File: src/rtl/spi_seq_pkg.sv
// Shared constants for the SPI command sequencer: opcodes, header field
// positions, error bit indices and the sequencer state encoding.
package spi_seq_pkg;

    localparam logic [7:0] OP_INCR  = 8'hA5;
    localparam logic [7:0] OP_FIXED = 8'h5A;

    localparam int OPC_MSB  = 31;
    localparam int OPC_LSB  = 24;
    localparam int ADDR_MSB = 23;
    localparam int ADDR_LSB = 16;
    localparam int CNT_MSB  = 15;
    localparam int CNT_LSB  = 8;

    localparam int ERR_HDR   = 0;
    localparam int ERR_OVF   = 1;
    localparam int ERR_ABORT = 2;

    typedef enum logic [1:0] {
        ST_IDLE  = 2'd0,
        ST_DATA  = 2'd1,
        ST_DRAIN = 2'd2,
        ST_ERR   = 2'd3
    } state_t;

endpackage

File: src/rtl/spi_seq_fifo.sv
// Write-buffer FIFO for the sequencer. Push into a full FIFO is accepted only
// when a pop happens in the same cycle; flush wins over push and pop.
module spi_seq_fifo #(
    parameter int WIDTH = 40,
    parameter int DEPTH = 4
) (
    input  logic             SCLK,
    input  logic             reset,
    input  logic             push,
    input  logic [WIDTH-1:0] push_data,
    input  logic             pop,
    input  logic             flush,
    output logic [WIDTH-1:0] head,
    output logic             full,
    output logic             empty
);

    localparam int            PW       = $clog2(DEPTH);
    localparam logic [PW:0]   FULL_CNT = (PW+1)'(DEPTH);

    logic [WIDTH-1:0] mem_q [DEPTH];
    logic [PW-1:0]    wr_ptr_q, wr_ptr_d;
    logic [PW-1:0]    rd_ptr_q, rd_ptr_d;
    logic [PW:0]      count_q, count_d;
    logic             do_push, do_pop;

    assign empty = (count_q == '0);
    assign full  = (count_q == FULL_CNT);
    assign head  = mem_q[rd_ptr_q];

    // NOTE: every signal gets a default at the top of always_comb so no path leaves it unassigned (no latch).
    always_comb begin
        wr_ptr_d = wr_ptr_q;
        rd_ptr_d = rd_ptr_q;
        count_d  = count_q;
        do_pop   = pop && !empty && !flush;
        do_push  = push && (!full || do_pop) && !flush;
        if (flush) begin
            wr_ptr_d = '0;
            rd_ptr_d = '0;
            count_d  = '0;
        end else begin
            if (do_push) wr_ptr_d = wr_ptr_q + PW'(1);
            if (do_pop)  rd_ptr_d = rd_ptr_q + PW'(1);
            if (do_push && !do_pop)      count_d = count_q + (PW+1)'(1);
            else if (do_pop && !do_push) count_d = count_q - (PW+1)'(1);
        end
    end

    // NOTE: sequential state uses non-blocking (<=) so all flops update together at the edge.
    always_ff @(posedge SCLK or negedge reset) begin
        if (!reset) begin
            wr_ptr_q <= '0;
            rd_ptr_q <= '0;
            count_q  <= '0;
        end else begin
            wr_ptr_q <= wr_ptr_d;
            rd_ptr_q <= rd_ptr_d;
            count_q  <= count_d;
        end
    end

    // NOTE: storage is deliberately not reset; the pointers and count define validity.
    always_ff @(posedge SCLK) begin
        if (do_push) mem_q[wr_ptr_q] <= push_data;
    end

endmodule

File: src/rtl/spi_cmd_sequencer.sv
// Turns an SPI word stream (header + N data words) into buffered register writes.
// Optional header parity check is enabled by defining SPI_SEQ_PARITY_EN.
module spi_cmd_sequencer
    import spi_seq_pkg::*;
#(
    parameter int DATA_WIDTH = 32,
    parameter int ADDR_WIDTH = 8,
    parameter int FIFO_DEPTH = 4
) (
    input  logic                  SCLK,
    input  logic                  reset,
    input  logic                  ss_n,
    input  logic                  word_valid,
    input  logic [DATA_WIDTH-1:0] word_data,
    output logic                  wr_req,
    output logic [ADDR_WIDTH-1:0] wr_addr,
    output logic [DATA_WIDTH-1:0] wr_data,
    input  logic                  wr_gnt,
    output logic                  busy,
    output logic                  done,
    output logic [2:0]            err
);

    localparam int EW = ADDR_WIDTH + DATA_WIDTH;

    state_t                state_q, state_d;
    logic [ADDR_WIDTH-1:0] addr_q, addr_d;
    logic [7:0]            remaining_q, remaining_d;
    logic                  incr_q, incr_d;
    logic                  busy_q, busy_d;
    logic                  done_q, done_d;
    logic [2:0]            err_q, err_d;

    logic          word_in, hdr_ok, parity_ok, pop_eff;
    logic          fifo_push, fifo_flush, fifo_full, fifo_empty;
    logic [EW-1:0] fifo_head;
    logic [7:0]    opcode, count;

    assign word_in = word_valid && !ss_n;
    assign opcode  = word_data[OPC_MSB:OPC_LSB];
    assign count   = word_data[CNT_MSB:CNT_LSB];
    assign pop_eff = wr_gnt && !fifo_empty;

`ifdef SPI_SEQ_PARITY_EN
    // Bit 0 carries even parity over [31:1], so the whole word XORs to zero.
    assign parity_ok = ~^word_data[OPC_MSB:0];
`else
    assign parity_ok = 1'b1;
`endif

    assign hdr_ok = ((opcode == OP_INCR) || (opcode == OP_FIXED)) && (count != 8'd0) && parity_ok;

    always_comb begin
        state_d     = state_q;
        addr_d      = addr_q;
        remaining_d = remaining_q;
        incr_d      = incr_q;
        err_d       = err_q;
        done_d      = 1'b0;
        fifo_push   = 1'b0;
        fifo_flush  = 1'b0;
        unique case (state_q)
            ST_IDLE: begin
                if (word_in) begin
                    if (hdr_ok) begin
                        err_d       = '0;
                        addr_d      = ADDR_WIDTH'(word_data[ADDR_MSB:ADDR_LSB]);
                        remaining_d = count;
                        incr_d      = (opcode == OP_INCR);
                        state_d     = ST_DATA;
                    end else begin
                        err_d[ERR_HDR] = 1'b1;
                        state_d        = ST_ERR;
                    end
                end
            end
            ST_DATA: begin
                if (ss_n) begin
                    fifo_flush       = 1'b1;
                    err_d[ERR_ABORT] = 1'b1;
                    state_d          = ST_IDLE;
                end else if (word_valid) begin
                    // A dropped word still consumes its slot in the burst.
                    fifo_push   = 1'b1;
                    if (fifo_full && !pop_eff) err_d[ERR_OVF] = 1'b1;
                    remaining_d = remaining_q - 8'd1;
                    if (incr_q) addr_d = addr_q + ADDR_WIDTH'(1);
                    if (remaining_q == 8'd1) state_d = ST_DRAIN;
                end
            end
            ST_DRAIN: begin
                if (fifo_empty) begin
                    state_d = ST_IDLE;
                    done_d  = 1'b1;
                end
            end
            ST_ERR: begin
                if (ss_n) state_d = ST_IDLE;
            end
            default: state_d = ST_IDLE;
        endcase
        busy_d = (state_d != ST_IDLE);
    end

    always_ff @(posedge SCLK or negedge reset) begin
        if (!reset) begin
            state_q     <= ST_IDLE;
            addr_q      <= '0;
            remaining_q <= '0;
            incr_q      <= 1'b0;
            busy_q      <= 1'b0;
            done_q      <= 1'b0;
            err_q       <= '0;
        end else begin
            state_q     <= state_d;
            addr_q      <= addr_d;
            remaining_q <= remaining_d;
            incr_q      <= incr_d;
            busy_q      <= busy_d;
            done_q      <= done_d;
            err_q       <= err_d;
        end
    end

    spi_seq_fifo #(
        .WIDTH (EW),
        .DEPTH (FIFO_DEPTH)
    ) u_fifo (
        .SCLK      (SCLK),
        .reset     (reset),
        .push      (fifo_push),
        .push_data ({addr_q, word_data}),
        .pop       (wr_gnt),
        .flush     (fifo_flush),
        .head      (fifo_head),
        .full      (fifo_full),
        .empty     (fifo_empty)
    );

    // Head storage is unreset, so the write port reads as zero whenever nothing is queued.
    assign wr_req  = !fifo_empty;
    assign wr_addr = fifo_empty ? '0 : fifo_head[EW-1:DATA_WIDTH];
    assign wr_data = fifo_empty ? '0 : fifo_head[DATA_WIDTH-1:0];
    assign busy    = busy_q;
    assign done    = done_q;
    assign err     = err_q;

endmodule

File: config.mk
export PLATFORM = sky130hd
export DESIGN_NAME = spi_cmd_sequencer
export DESIGN_NICKNAME = d
export VERILOG_FILES = /design/src/rtl/spi_seq_pkg.sv /design/src/rtl/spi_seq_fifo.sv /design/src/rtl/spi_cmd_sequencer.sv
export SDC_FILE = /design/constraint.sdc
export NUM_CORES = 1
export LEC_CHECK = 0
export ABC_AREA = 1
export CORE_MARGIN = 2
export CORE_UTILIZATION = 47
export DETAILED_ROUTE_END_ITERATION = 10
export PLACE_DENSITY = 0.7
export SLEW_MARGIN = 10
export SYNTH_ARGS = -nofsm -noshare
export SYNTH_HDL_FRONTEND = slang
export SYNTH_SLANG_ARGS = --single-unit
File: constraint.sdc
create_clock -name SCLK -period 3.3 [get_ports SCLK]
set_input_delay 0.66 -clock SCLK [delete_from_list [all_inputs] [get_ports SCLK]]
set_output_delay 0.66 -clock SCLK [all_outputs]
set_load 0.05 [all_outputs]
==> run metrics, run 1 <==
outcome=finished clean; layout cells sized above 1=13.0%; DIE AREA=18700 um2; critical path arrival=2460 ps; Lkg Pwr=3.94 nW; biggest fanout along the worst timing path=31; most common cell after layout, fill and taps aside=nor2_1; Starting Density=48.0%; DRC viols=0; Avg Cell Area, Syn=10.6 um2; hold_ws=486 ps; root buffer cell=clkbuf_16; ys async rst share=16.2%; Synth Warn #=0; EDFF count, synth=160; WL/cell=17.2 um; Sw Ratio=42.0%; Post-DP HPWL=12000 um; post_cts resized=0; P per Cell Area=1040 nW/um2; Final ANT Viol Nets=0; Total GRT Usage=21.2%; type of origin of the critical path=flop; IO buf count=82; Syn Std Cell Area=8280 um2; IO Count=83; combinational share of power=53.0%; vias=5954; drt first pass iters=5; largest net degree at the start of global routing=41; clk sinks=191; final antenna diode count=0; Final #Nets=914; Most used DFF post-synth=edfxtp_1; Final Cycle Share=94.6%; register share of total power=29.7%; Cell Int Power=0.00622 W; Num CTS Buffers=17; Worst-Margin Slew=662 ps; net switching power=0.00451 W; Placeable Area=17200 um2; final wirelength=18900 um; Die Y=137 um; clock latency on the worst-skew pair=430 ps; endpoints failing setup=0; initial DRC count=660; synth unique cells=33; DR vias/cell=5.40; syn nets=828; fin crit period=3120 ps; Hold Vio Cnt, Final=0; Max VDD drop=0.000707 V; Slew Viols, Final=0; Placer Congestion=0.858; GRT overflow=0; initial antenna violation count=0; post-synthesis sequential area ratio=67.4%; Max Buffers Root-to-Sink=2; flops & latches, synth=191; maxcap violations=0; Post-CTS Hold Buffers=0; number of global-route vias before repair=5756; RSZ-0062 raised after global routing=false; Mapped Cells=783; CTS HTree Levels=4; CTS tree=yes; Clock transition at path regs=60 ps; WP data required=2640 ps; Clock power frac=17.3%; post-CTS setup buffer count=0; final core occ=60.0%; Max Freq=320 MHz; first-pass GRT wire length=29900 um; crit end category=output port; post-synth top area share=58.1%; post-synth top area cell=edfxtp_1; most frequent cells in the layout=nor2_1, edfxtp_1, nand2_1; synth top area cells=edfxtp_1, dfrtp_1, nor2_1, nand2_1, o21ai_0; area grow syn2layout=24.9%; die width=137 um; # rows=48; Slew HR=55.9%; hold crit path type=reg2reg; WS Path Type=reg2out; Final Skew=6.47 ps
-- stage by stage --
stage,setup WS (ps),instance area [um2],cells,TNS [ps],total power [W]
2_1_floorplan,-171,8280,783,-27400,0.00633
3_3_place_gp,619,9820,1075,0,0.00886
3_5_place_dp,576,9820,1075,0,0.00893
4_1_cts,193,10300,1103,0,0.0108
5_1_grt,60.8,10300,1103,0,0.0112
6_report,177,10300,1103,0,0.0107
-- final timing paths --
kind	cells past startpoint	startpoint	slack (ps)	end
setup / recovery	6	u_fifo.rd_ptr_q[0]$_DFFE_PN0P_	180	wr_data[18]
hold / removal	2	err[2]$_DFFE_PN0P_	490	err[2]$_DFFE_PN0P_
setup reg to reg	14	state_q[1]$_DFF_PN0_	860	u_fifo.count_q[2]$_DFFE_PN0P_
hold reg to reg	2	err[2]$_DFFE_PN0P_	490	err[2]$_DFFE_PN0P_
max in group asynchronous	2	reset	2050	remaining_q[6]$_DFFE_PN0P_
min in group asynchronous	1	reset	550	err[1]$_DFFE_PN0P_
-- kinds of logic (layout without fill, tap and decap cells) --
logic type	after synthesis	count (layout)	synth area share (%)
AO/OA/AOI/OAI	155	155	9.75
flip-flops	191	191	67.4
XOR/XNOR	2	2	0.212
AND/OR/NAND/NOR	341	341	16.9
buffers and inverters	86	181	4.40
adder cells (fa/ha/maj)	8	8	1.30
-- synth_stat cells (2+ instances only) --
| cell | number |
|---|---|
| inv_1 | 41 |
| buf_6 | 2 |
| inv_2 | 7 |
| clkbuf_1 | 17 |
| nand2_1 | 110 |
| ha_1 | 7 |
| nand2_2 | 6 |
| nand2_4 | 2 |
| nor3_1 | 2 |
| clkinv_1 | 2 |
| dfrtp_1 | 31 |
| nand3_1 | 24 |
| o21bai_1 | 2 |
| buf_4 | 2 |
| buf_2 | 15 |
| nor2_2 | 2 |
| o21ai_1 | 19 |
| a21oi_1 | 44 |
| nor2_1 | 185 |
| nand4_1 | 4 |
| o211ai_1 | 8 |
| o21ai_0 | 80 |
| edfxtp_1 | 160 |
| nor2_4 | 2 |
-- power by group through the flow --
| stage | combinational [W] | clock [W] | sequential, W |
|---|---|---|---|
| 6_report | 0.00569 | 0.00186 | 0.00318 |
| 5_1_grt | 0.00607 | 0.00196 | 0.00321 |
| 4_1_cts | 0.00572 | 0.00188 | 0.00318 |
| 3_5_place_dp | 0.00570 | 0 | 0.00323 |
| 3_3_place_gp | 0.00563 | 0 | 0.00322 |
| 2_1_floorplan | 0.00320 | 0 | 0.00313 |
-- registers in the layout (all words and copies together) (netlist names) --
register	cells
u_fifo.mem_q	160
addr_q	8
remaining_q	8
err	3
u_fifo.count_q	3
state_q	2
u_fifo.rd_ptr_q	2
u_fifo.wr_ptr_q	2
busy	1
done	1
incr_q	1
-- layout make-up --
type / count / area, um2
multi-input combinational: 506 / 2360
fill: 1345 / 6900
clock inverter: 11 / 97.6
inverter: 50 / 188
sequential: 191 / 5580
clock buffer: 17 / 425
timing repair buffer: 103 / 1400
tap: 225 / 282
-- critical path: stages (launching register included) --
cell and delay [ps]:
dfrtp_2 800, buf_4 450, nor2_1 90, nor2_1 100, o21ai_0 110, a21oi_1 300, buf_12 180
-- per-layer routing --
metal | GRT usage (%) | vias up | share of wire, %
met5 | 0 | - | 0
met1 | 28.7 | 2918 | 44
met2 | 34.7 | 169 | 48
met3 | 3.33 | 32 | 5.6
li1 | - | 2835 | -
met4 | 8.04 | 0 | 2.2
Note: power is estimated with default switching activity, not from simulation.
==> inputs of run 2 (changes only) <==
Settings changed: CELL_PAD_IN_SITES_DETAIL_PLACEMENT set to 0, CELL_PAD_IN_SITES_GLOBAL_PLACEMENT set to 1, CORE_UTILIZATION 47 to 41, PLACE_DENSITY 0.7 to unset, PLACE_DENSITY_LB_ADDON set to 0.1.
==> run 2 against run 1 <==
Effect of this change:
- non-clock buffer count shrank 4
- clock-buffer cell count grew 1
- combinational power grew 0.7%
- flip-flop and latch count is the same
- die area grew 14%
- via count shrank 3.6%
- worst setup slack gained 190 ps
- highest routed layer unchanged
- critical path depth is the same
- power grew 2.2%
==> run metrics, run 2 (same netlist as run 1, synthesis figures left out) <==
Max Buffers Root-to-Sink=2 (unchanged); first-pass GRT wire length=30600 um (was 29900 um); initial DRC count=361 (was 660); area grow syn2layout=26.4% (was 24.9%); Placeable Area=19700 um2 (was 17200 um2); number of global-route vias before repair=5797 (was 5756); Lkg Pwr=3.97 nW (was 3.94 nW); Final ANT Viol Nets=0 (unchanged); max reg flops=160 (unchanged); Num CTS Buffers=17 (unchanged); root buffer cell=clkbuf_16 (unchanged); clock latency on the worst-skew pair=430 ps (about the same); Slew HR=34.9% (was 55.9%); RSZ-0062 raised after global routing=false (unchanged); Largest Register=u_fifo.mem_q (unchanged); reg-to-reg slack, setup=1190 ps (was 860 ps); hold_ws=490 ps (was 486 ps); WP data required=2640 ps (about the same); Total GRT Usage=18.6% (was 21.2%); setup_tns=0 ps (unchanged); DIE AREA=21300 um2 (was 18700 um2); fin crit period=2930 ps (was 3120 ps); Placer Congestion=0.830 (was 0.858); net switching power=0.00463 W (was 0.00451 W); Worst-Margin Slew=973 ps (was 662 ps); Die Y=146 um (was 137 um); Final Skew=11.8 ps (was 6.47 ps); Post-CTS Hold Buffers=0 (unchanged); register share of total power=28.7% (was 29.7%); Max Freq=341 MHz (was 320 MHz); Starting Density=42.1% (was 48.0%); fin area=10500 um2 (was 10300 um2); maxcap violations=0 (unchanged); hold crit path type=reg2reg (unchanged); Sw Ratio=42.2% (was 42.0%); Final #Nets=910 (was 914); final wirelength=19200 um (was 18900 um); clk sinks=191 (unchanged); Cell Int Power=0.00634 W (was 0.00622 W); P per Cell Area=1050 nW/um2 (was 1040 nW/um2); largest net degree at the start of global routing=57 (was 41); CTS tree=yes (unchanged); # rows=51 (was 48); DRC viols=0 (unchanged); Clock transition at path regs=70 ps (was 60 ps); drt first pass iters=5 (unchanged); DP Area=9860 um2 (was 9820 um2); Slew Viols, Final=0 (unchanged); WL/cell=16.8 um (was 17.2 um); most frequent cells in the layout=nor2_1, edfxtp_1, nand2_1 (unchanged); layout cells sized above 1=13.1% (was 13.0%); Max VDD drop=0.000495 V (was 0.000707 V); IO Count=83 (unchanged); WS Path Type=reg2out (unchanged); type of origin of the critical path=flop (unchanged); endpoints failing setup=0 (unchanged); critical path arrival=2270 ps (was 2460 ps); final antenna diode count=0 (unchanged); initial antenna violation count=0 (unchanged); biggest fanout along the worst timing path=56 (was 31); Post-DP HPWL=11900 um (was 12000 um); Final Cycle Share=88.8% (was 94.6%); vias=5737 (was 5954); Clock power frac=19.1% (was 17.3%); post_cts resized=0 (unchanged); crit end category=output port (unchanged); GRT overflow=0 (unchanged); post-CTS setup buffer count=0 (unchanged); DR vias/cell=5.02 (was 5.40); top flop regs=u_fifo.mem_q x160, addr_q x8, remaining_q x8 (unchanged); IO buf count=82 (unchanged); most common cell after layout, fill and taps aside=nor2_1 (unchanged); combinational share of power=52.2% (was 53.0%); outcome=finished clean (unchanged); CTS HTree Levels=4 (unchanged); die width=146 um (was 137 um); Hold Vio Cnt, Final=0 (unchanged)
-- run 2: per-stage QoR --
step | total power (W) | instances | util (%) | worst slack (ps)
2_1_floorplan | 0.00633 | 783 | - | -171
3_3_place_gp | 0.00891 | 1111 | 50.2 | 629
3_5_place_dp | 0.00897 | 1111 | 50.2 | 590
4_1_cts | 0.0111 | 1143 | 53.2 | 330
5_1_grt | 0.0115 | 1143 | 53.2 | 186
6_report | 0.0110 | 1143 | 53.2 | 370
-- run 2: final timing paths --
path                                                     start                             to  cells past startpoint
worst max-delay path            u_fifo.rd_ptr_q[0]$_DFFE_PN0P_                    wr_data[15]                      6
worst min-delay path                        err[2]$_DFFE_PN0P_             err[2]$_DFFE_PN0P_                      2
worst max register to register            state_q[1]$_DFF_PN0_  u_fifo.mem_q[1][22]$_DFFE_PP_                      9
worst min register to register              err[2]$_DFFE_PN0P_             err[2]$_DFFE_PN0P_                      2
max in group asynchronous                                reset             err[2]$_DFFE_PN0P_                      2
min in group asynchronous                                reset          addr_q[1]$_DFFE_PN0P_                      1
-- run 2: worst max-delay path: stages (launching register included) --
cell and delay [ps]:
dfrtp_2 420, buf_4 540, nor2_1 110, nor2_1 90, o21ai_0 90, a21oi_1 390
buf_12 200
-- run 2: metal layers --
layer	global-route usage, %	part of all wire [%]	up-vias
met5	0	0	-
met2	30.0	48	145
met3	4.44	5.4	20
met4	5.53	1.1	0
met1	25.2	46	2751
li1	-	-	2821
-- run 2: final cells by class --
cell class	instances	area (um2)
repair buffers	99	1400
well taps	265	332
clock buffers	18	429
clock inverters	14	174
flip-flops and latches	191	5580
fillers	1757	9190
multi-input cells	506	2360
inverters	50	188
-- run 2: power groups by stage --
stage,Sequential (W),Clock (W),Combinational [W]
finish,0.00314,0.00209,0.00573
detailed placement,0.00319,0,0.00578
floorplan,0.00313,0,0.00320
global route,0.00317,0.00223,0.00610
global placement,0.00318,0,0.00573
CTS,0.00314,0.00214,0.00579
==> inputs of run 3 (changes only) <==
Settings changed: CAP_MARGIN set to 10.
==> results of run 3 <==
The final DEF is identical to that of run 2; final timing and power are the same.
